==> src/rtl/uart_cts_tx.sv <==
// uart_cts_tx: host-side 8N1 UART transmitter with active-low clear-to-send.
// Takes bytes from a valid/ready stream and serialises them LSB first.
// A new frame only starts when the synchronised ncts shows clear-to-send.
// Back-to-back frames leave no idle gap between frames.
// Optional feature: define UART_TX_PARITY_EN to insert an even-parity bit
// between the data bits and the stop bit(s).
module uart_cts_tx #(
    parameter int PRESCALER = 24,
    parameter int DATA_BITS = 8,
    parameter int STOP_BITS = 1
) (
    input  logic                 clk,
    input  logic                 reset_n,
    input  logic [DATA_BITS-1:0] tx_data,
    input  logic                 tx_valid,
    output logic                 tx_ready,
    input  logic                 ncts,
    output logic                 tx,
    output logic                 busy
);

    localparam int CNT_W = $clog2(PRESCALER);

    localparam logic [2:0] ST_IDLE   = 3'd0;
    localparam logic [2:0] ST_START  = 3'd1;
    localparam logic [2:0] ST_DATA   = 3'd2;
    localparam logic [2:0] ST_STOP   = 3'd4;
`ifdef UART_TX_PARITY_EN
    localparam logic [2:0] ST_PARITY = 3'd3;
`endif

    localparam logic [CNT_W-1:0] CNT_RELOAD = CNT_W'(PRESCALER - 1);
    localparam logic [CNT_W-1:0] CNT_ONE    = CNT_W'(1);
    localparam logic [2:0]       LAST_DATA  = 3'(DATA_BITS - 1);
    localparam logic [2:0]       LAST_STOP  = 3'(STOP_BITS - 1);

    logic [2:0]           state_reg, state_next;
    logic [CNT_W-1:0]     cnt_reg, cnt_next;
    logic [2:0]           idx_reg, idx_next;
    logic [DATA_BITS-1:0] shift_reg, shift_next;
    logic                 tx_reg, tx_next;
    logic                 ncts_meta_reg, ncts_sync_reg;
`ifdef UART_TX_PARITY_EN
    logic                 parity_reg, parity_next;
`endif

    logic cts_ok;
    logic bit_end;
    logic last_stop_cycle;
    logic handshake;

    // Two-flop synchroniser for the asynchronous clear-to-send; resets to "not clear".
    always_ff @(posedge clk or negedge reset_n) begin
        if (!reset_n) begin
            ncts_meta_reg <= 1'b1;
            ncts_sync_reg <= 1'b1;
        end else begin
            ncts_meta_reg <= ncts;
            ncts_sync_reg <= ncts_meta_reg;
        end
    end

    assign cts_ok          = ~ncts_sync_reg;
    assign bit_end         = (cnt_reg == '0);
    assign last_stop_cycle = (state_reg == ST_STOP) && bit_end && (idx_reg == LAST_STOP);

    // Ready only at frame boundaries, and only while the far end is clear to receive.
    assign tx_ready  = cts_ok && ((state_reg == ST_IDLE) || last_stop_cycle);
    assign handshake = tx_valid && tx_ready;
    assign busy      = (state_reg != ST_IDLE);
    assign tx        = tx_reg;

    // Next-state logic: bit timing, shifting and the line level for the next cycle.
    always_comb begin
        state_next = state_reg;
        cnt_next   = cnt_reg;
        idx_next   = idx_reg;
        shift_next = shift_reg;
        tx_next    = tx_reg;
`ifdef UART_TX_PARITY_EN
        parity_next = parity_reg;
`endif

        case (state_reg)
            ST_IDLE: begin
                tx_next = 1'b1;
            end

            ST_START: begin
                if (bit_end) begin
                    state_next = ST_DATA;
                    idx_next   = 3'd0;
                    cnt_next   = CNT_RELOAD;
                    tx_next    = shift_reg[0];
                end else begin
                    cnt_next = cnt_reg - CNT_ONE;
                end
            end

            ST_DATA: begin
                if (bit_end) begin
                    shift_next = shift_reg >> 1;
                    cnt_next   = CNT_RELOAD;
                    if (idx_reg == LAST_DATA) begin
                        idx_next = 3'd0;
`ifdef UART_TX_PARITY_EN
                        state_next = ST_PARITY;
                        tx_next    = parity_reg;
`else
                        state_next = ST_STOP;
                        tx_next    = 1'b1;
`endif
                    end else begin
                        idx_next = idx_reg + 3'd1;
                        // The bit after the shift is the one currently in position 1.
                        tx_next  = shift_reg[1];
                    end
                end else begin
                    cnt_next = cnt_reg - CNT_ONE;
                end
            end

`ifdef UART_TX_PARITY_EN
            ST_PARITY: begin
                if (bit_end) begin
                    state_next = ST_STOP;
                    idx_next   = 3'd0;
                    cnt_next   = CNT_RELOAD;
                    tx_next    = 1'b1;
                end else begin
                    cnt_next = cnt_reg - CNT_ONE;
                end
            end
`endif

            ST_STOP: begin
                tx_next = 1'b1;
                if (bit_end) begin
                    if (idx_reg == LAST_STOP) begin
                        state_next = ST_IDLE;
                        idx_next   = 3'd0;
                    end else begin
                        idx_next = idx_reg + 3'd1;
                        cnt_next = CNT_RELOAD;
                    end
                end else begin
                    cnt_next = cnt_reg - CNT_ONE;
                end
            end

            default: begin
                state_next = ST_IDLE;
                cnt_next   = '0;
                idx_next   = 3'd0;
                tx_next    = 1'b1;
            end
        endcase

        // A handshake can only occur in IDLE or the final stop cycle, so it
        // overrides whatever the frame logic chose and starts a fresh frame.
        if (handshake) begin
            state_next = ST_START;
            cnt_next   = CNT_RELOAD;
            idx_next   = 3'd0;
            shift_next = tx_data;
            tx_next    = 1'b0;
`ifdef UART_TX_PARITY_EN
            parity_next = ^tx_data;
`endif
        end
    end

    // Frame state registers; reset forces the line high immediately.
    always_ff @(posedge clk or negedge reset_n) begin
        if (!reset_n) begin
            state_reg <= ST_IDLE;
            cnt_reg   <= '0;
            idx_reg   <= 3'd0;
            shift_reg <= '0;
            tx_reg    <= 1'b1;
        end else begin
            state_reg <= state_next;
            cnt_reg   <= cnt_next;
            idx_reg   <= idx_next;
            shift_reg <= shift_next;
            tx_reg    <= tx_next;
        end
    end

`ifdef UART_TX_PARITY_EN
    // Even parity of the latched byte, captured on the handshake.
    always_ff @(posedge clk or negedge reset_n) begin
        if (!reset_n) begin
            parity_reg <= 1'b0;
        end else begin
            parity_reg <= parity_next;
        end
    end
`endif

endmodule
==> config.mk <==
export PLATFORM = sky130hd
export DESIGN_NAME = uart_cts_tx
export DESIGN_NICKNAME = d
export VERILOG_FILES = /design/src/rtl/uart_cts_tx.sv
export SDC_FILE = /design/constraint.sdc
export NUM_CORES = 1
export LEC_CHECK = 0
export ABC_CLOCK_PERIOD_IN_PS = 2850
export CAP_MARGIN = 20
export CORE_MARGIN = 4
export CORE_UTILIZATION = 30
export DETAILED_ROUTE_END_ITERATION = 7
export GPL_ROUTABILITY_DRIVEN = 0
export SLEW_MARGIN = 20
export SYNTH_ARGS = -nofsm -noshare
export SYNTH_HDL_FRONTEND = slang
export SYNTH_SLANG_ARGS = --single-unit
==> constraint.sdc <==
create_clock -name clk -period 2.85 [get_ports clk]
set_input_delay 0.4275 -clock clk [delete_from_list [all_inputs] [get_ports clk]]
set_output_delay 0.4275 -clock clk [all_outputs]
set_load 0.01 [all_outputs]
==> out/metrics.cfg, run 1 <==
[floorplanning]
rows=23
fp.dieH_um=72.9
ioPinCount=15
dieArea_um2=5320
start_util_pct=31.4
core-area_um2=4030
fp.dieW_um=72.9

[routing]
vias_per_cell=5.01
first_pass_iters=4
ant_nets=0
wirelength_um=2410
drtIter0Drc=53
num_vias=937
routedWlPerCell_um=12.9
drc=0

[critical_path]
worstRegToRegCells=6
required_ns=2.42
cp-end-kind=output pin
crit_path_start_kind=flop
critPathKind=reg -> out
worstPathArrival_ns=2.17
critPathMaxFanout=5
ff2ff_setup_slack_ns=0.41

[clocking]
cts_buffer_depth=2
tritoncts=built
worst_skew_pair.late_latency_ns=0.26
post_cts_buffers=0
clk_pin_slew_ns=0.08
post_cts_resized=1
cts_max_level=1
cts_sinks=22
root_buffer=clkbuf_8
numCtsBuffers=3
cts_hold_buf=0

[cells_and_area]
diodes=0
drive_above_1_share_pct=21.9
area_growth_pct=20.9
nets=155
final_common_cell=dfrtp_1
largest_reg_flops=8
instances_no_fill=187
stdcell_area_um2=1530
seqCellArea_um2=554
nFillCells=407
multi_input_area_um2=647
mostFrequentLayoutCells=dfrtp_1 (19), clkdlybuf4s50_1 (13), inv_1 (11), mux2_2 (9)

[synth]
ys.flop_type=dfrtp_1
synth-edff-count=0
postSynthCellCount=119
yosys_warnings=0
ys_seq_area_share_pct=43.8
syn_nets=136
ys_async_sr_fraction_pct=100
synth_seq_cells=22
synth.cell_area_um2=1260
yosysUniqueCellTypes=35
synth.avg_cell_area_um2=10.6

[power_and_ir_drop]
leakagePower_uw=0.000667
ir_worst_vdd_mv=0.471
powerDensity_nw_per_um2=814

[timing]
fmax_ghz=0.384
slew_viol_final=0
worst_slack_ns=0.248
max_slew.worst_pin.slew_ns=0.426
fin_setup_tns_ns=0
min_period_ns=2.60
slew-limit-headroom_pct=71.6
setup_violations=0
hold_viol=0
rsz0062_at_grt=false
fin_crit_sh_pct=91.3
skew_ns=0.00373

[flow_run]
drv_cap=0

[placement]
place_area_um2=1480
dpl.hpwl_um=1840
dp_cells=183
portBuffers=14
post-place-ws_ns=0.250

[global_route]
grt_pass1_vias=896
grt.overflow.total=0
grt_max_degree=23
antenna_found_initial=0
grt_pass1_wl_um=4090
track_usage_pct=9.95

[min_path]
min_delay_path_depth=0
min_path_type=reg -> reg

[run_status]
outcome=finished clean

## routing by layer
| layer | up-vias | track usage [%] | routed length (µm) |
|---|---|---|---|
| met3 | 4 | 3.31 | 75 |
| met2 | 15 | 15.8 | 1170 |
| met5 | - | 0 | 0 |
| met4 | 0 | 3.28 | 30 |
| li1 | 461 | - | - |
| met1 | 457 | 12.7 | 1140 |
## area by class of cell
type | instances | area share, %
inverter | 11 | 2.70
multi-input combinational | 82 | 42.3
clock buffer | 4 | 3.60
tap | 50 | 4.09
timing repair buffer | 18 | 11.0
sequential | 22 | 36.3
## per-stage QoR
step	power [µW]	hold slack (ns)	utilization (%)
after global routing	1340	0.368	38.0
after detailed placement	1030	0.347	36.6
final	1240	0.358	38.0
after global placement	1010	0.347	36.6
after floorplan	880	0.132	-
after CTS	1260	0.359	38.0
## power by group
group / total, µW / switching, µW / internal (µW)
registers: 528 / 99.1 / 429
logic: 489 / 201 / 288
clock network: 227 / 104 / 123
total: 1240 / 404 / 840
## synthesized netlist by cell type (2+ instances only)
| master | count | area, µm² |
|---|---|---|
| ha_1 | 5 | 62.6 |
| nand2_1 | 7 | 26.3 |
| o32ai_1 | 2 | 17.5 |
| mux2_4 | 5 | 75.1 |
| o21ai_0 | 4 | 20.0 |
| nor3_1 | 4 | 20.0 |
| mux2_2 | 9 | 101 |
| o22a_1 | 2 | 17.5 |
| mux2i_1 | 2 | 20.0 |
| clkbuf_1 | 3 | 11.3 |
| dfstp_2 | 3 | 78.8 |
| nand2b_1 | 5 | 31.3 |
| dfrtp_1 | 19 | 475 |
| nor2b_1 | 3 | 18.8 |
| inv_1 | 11 | 41.3 |
| nor2_1 | 7 | 26.3 |
| a22oi_1 | 3 | 22.5 |
| a21oi_1 | 7 | 35.0 |
| a31oi_1 | 2 | 12.5 |
## cell families after synthesis
group / share of synthesized area, %
AND/OR/NAND/NOR: 13.9
AO/OA/AOI/OAI: 15.9
flip-flops: 43.8
multiplexers: 15.5
buffers and inverters: 5.04
adder cells (fa/ha/maj): 5.74
## worst paths after layout
path                                     from             to
worst max register to register     cnt_reg[0]   shift_reg[6]
max in group asynchronous             reset_n             tx
worst max-delay path               cnt_reg[0]       tx_ready
worst min-delay path            ncts_meta_reg  ncts_sync_reg
min in group asynchronous             reset_n   shift_reg[7]
worst min register to register  ncts_meta_reg  ncts_sync_reg
## worst max-delay path, stage by stage, from the launching register on
cell and delay [ns]:
dfrtp_1 0.41, inv_1 0.09, ha_1 0.15, or4b_4 0.49
o41a_1 0.41, nor2_1 0.09, dlygate4sd2_1 0.27
(Power assumes the default switching activity.)
==> run 2, diff against run 1 <==
==> constraint.sdc (replaced) <==
create_clock -name clk -period 2.85 [get_ports clk]
set_input_delay 0.4275 -clock clk [delete_from_list [all_inputs] [get_ports clk]]
set_output_delay 0.4275 -clock clk [all_outputs]
set_load 0.02 [all_outputs]
==> out/metrics.cfg, run 2 (synthesis gave the netlist of run 1 again) <==
[global_route]
grt_pass1_wl_um=4240
antenna_found_initial=0
grt_pass1_vias=944
grt.overflow.total=0
globalRouteMet3Util_pct=2.48
grt_most_used_layer=met2
met1_usage_pct=12.9
track_usage_pct=10.1
grt_max_degree=23
met2_usage_pct=16.9

[timing]
max_slew.worst_pin.slew_ns=0.442
hold_viol=0
hold_ws_ns=0.360
setup_violations=0
fin_crit_sh_pct=94.2
slew-limit-headroom_pct=70.5
fin_setup_tns_ns=0
min_period_ns=2.69
rsz0062_at_grt=false
worst_slack_ns=0.164
skew_ns=0.00292
slew_viol_final=0
fmax_ghz=0.372

[clocking]
root_buffer=clkbuf_8
clk_pin_slew_ns=0.08
cts_buffer_depth=2
worst_skew_pair.late_latency_ns=0.26
cts_max_level=1
cts_sinks=22
post_cts_buffers=0
tritoncts=built
numCtsBuffers=3

[critical_path]
cp.depth=6
critPathTopFamily=simple AND/OR/NAND/NOR gates
crit_path_start_kind=flop
worstRegToRegCells=6
critPathBufInv=2
cp-end-kind=output pin
r2r_start=cnt_reg[0]
crit_end=tx_ready
worstPathArrival_ns=2.26
r2r_end=shift_reg[2]
critPathKind=reg -> out
cp_cell_sequence=inv_1 -> ha_1 -> or4b_4 -> o41a_1 -> nor2_1 -> dlygate4sd2_1
required_ns=2.42
startpoint=cnt_reg[0]
critPathMaxFanout=5
ff2ff_setup_slack_ns=0.37
cpPeakStageDelay_ns=0.50
slowest_stage=or4b_4

[floorplanning]
core-area_um2=4030
start_util_pct=31.4
fp.dieW_um=72.9
fp.dieH_um=72.9
ioPinCount=15
rows=23
dieArea_um2=5320

[routing]
ant_nets=0
drtIter0Drc=18
first_pass_iters=4
num_vias=941
vias_per_cell=5.03
drc=0
routedWlPerCell_um=13.1
wirelength_um=2450

[power_and_ir_drop]
p_total_uw=1260
leakagePower_uw=0.000667
ir_worst_vdd_mv=0.421
powerDensity_nw_per_um2=824

[flow_run]
drv_cap=0

[cells_and_area]
largest_reg_flops=8
area_growth_pct=20.9
mostFrequentLayoutCells=dfrtp_1 (19), clkdlybuf4s50_1 (13), inv_1 (11), mux2_2 (9)
drive_above_1_share_pct=21.9
nets=155
diodes=0
final_common_cell=dfrtp_1

[placement]
post-place-ws_ns=0.169
dpl.hpwl_um=1840
portBuffers=14

[min_path]
min_path_type=reg -> reg

[run_status]
outcome=finished clean

## run 2: cell counts in the layout (fill, tap and decap cells not counted)
Identical to the previous run, type by type.
## run 2: worst min-delay path by stage
stage | startpoint | endpoint | slack, ns | depth (start not counted)
floorplan | reset_n | cnt_reg[0] | 0.13 | 0
global placement | ncts_meta_reg | ncts_sync_reg | 0.35 | 0
detailed placement | ncts_meta_reg | ncts_sync_reg | 0.35 | 0
CTS | ncts_meta_reg | ncts_sync_reg | 0.36 | 0
global route | ncts_meta_reg | ncts_sync_reg | 0.37 | 0
finish | ncts_meta_reg | ncts_sync_reg | 0.36 | 0
## run 2: power breakdown
part	internal, µW	switching (µW)	leakage, µW
combinational	288	223	0.000375
clock	123	98.1	0.0000288
sequential	429	99.1	0.000263
total	840	420	0.000667
## run 2: timing repair
action                                  CTS  global route
endpoints found under the setup margin    1             0
gates resized for setup                   1             0
hold buffers                              0             0
## run 2: worst register-to-register path: stages, from the launching register on
cell and delay [ns]:
dfrtp_1 0.41, inv_1 0.10, ha_1 0.16, or4b_4 0.50, or3_1 0.57, mux2_4 0.37
mux2_2 0.26
## run 2: area by class of cell
type                    instances  area, µm²
multi-input cells              82        647
well taps                      50       62.6
inverters                      11       41.3
clock buffers                   4       55.1
repair buffers                 18        169
fillers                       415       2500
flip-flops and latches         22        554
## run 2: layer usage
layer / vias to the layer above / share of wire, %
met3: 2 / 2.7
met4: 0 / 0.78
li1: 466 / -
met2: 13 / 50
met1: 460 / 47
met5: - / 0
## run 2: per-stage QoR
step                      utilization, %  cells  cell area (µm²)
after global placement              36.6    183             1480
after CTS                           38.0    187             1530
after floorplan                        -    119             1260
after detailed placement            36.6    183             1480
final                               38.0    187             1530
after global routing                38.0    187             1530
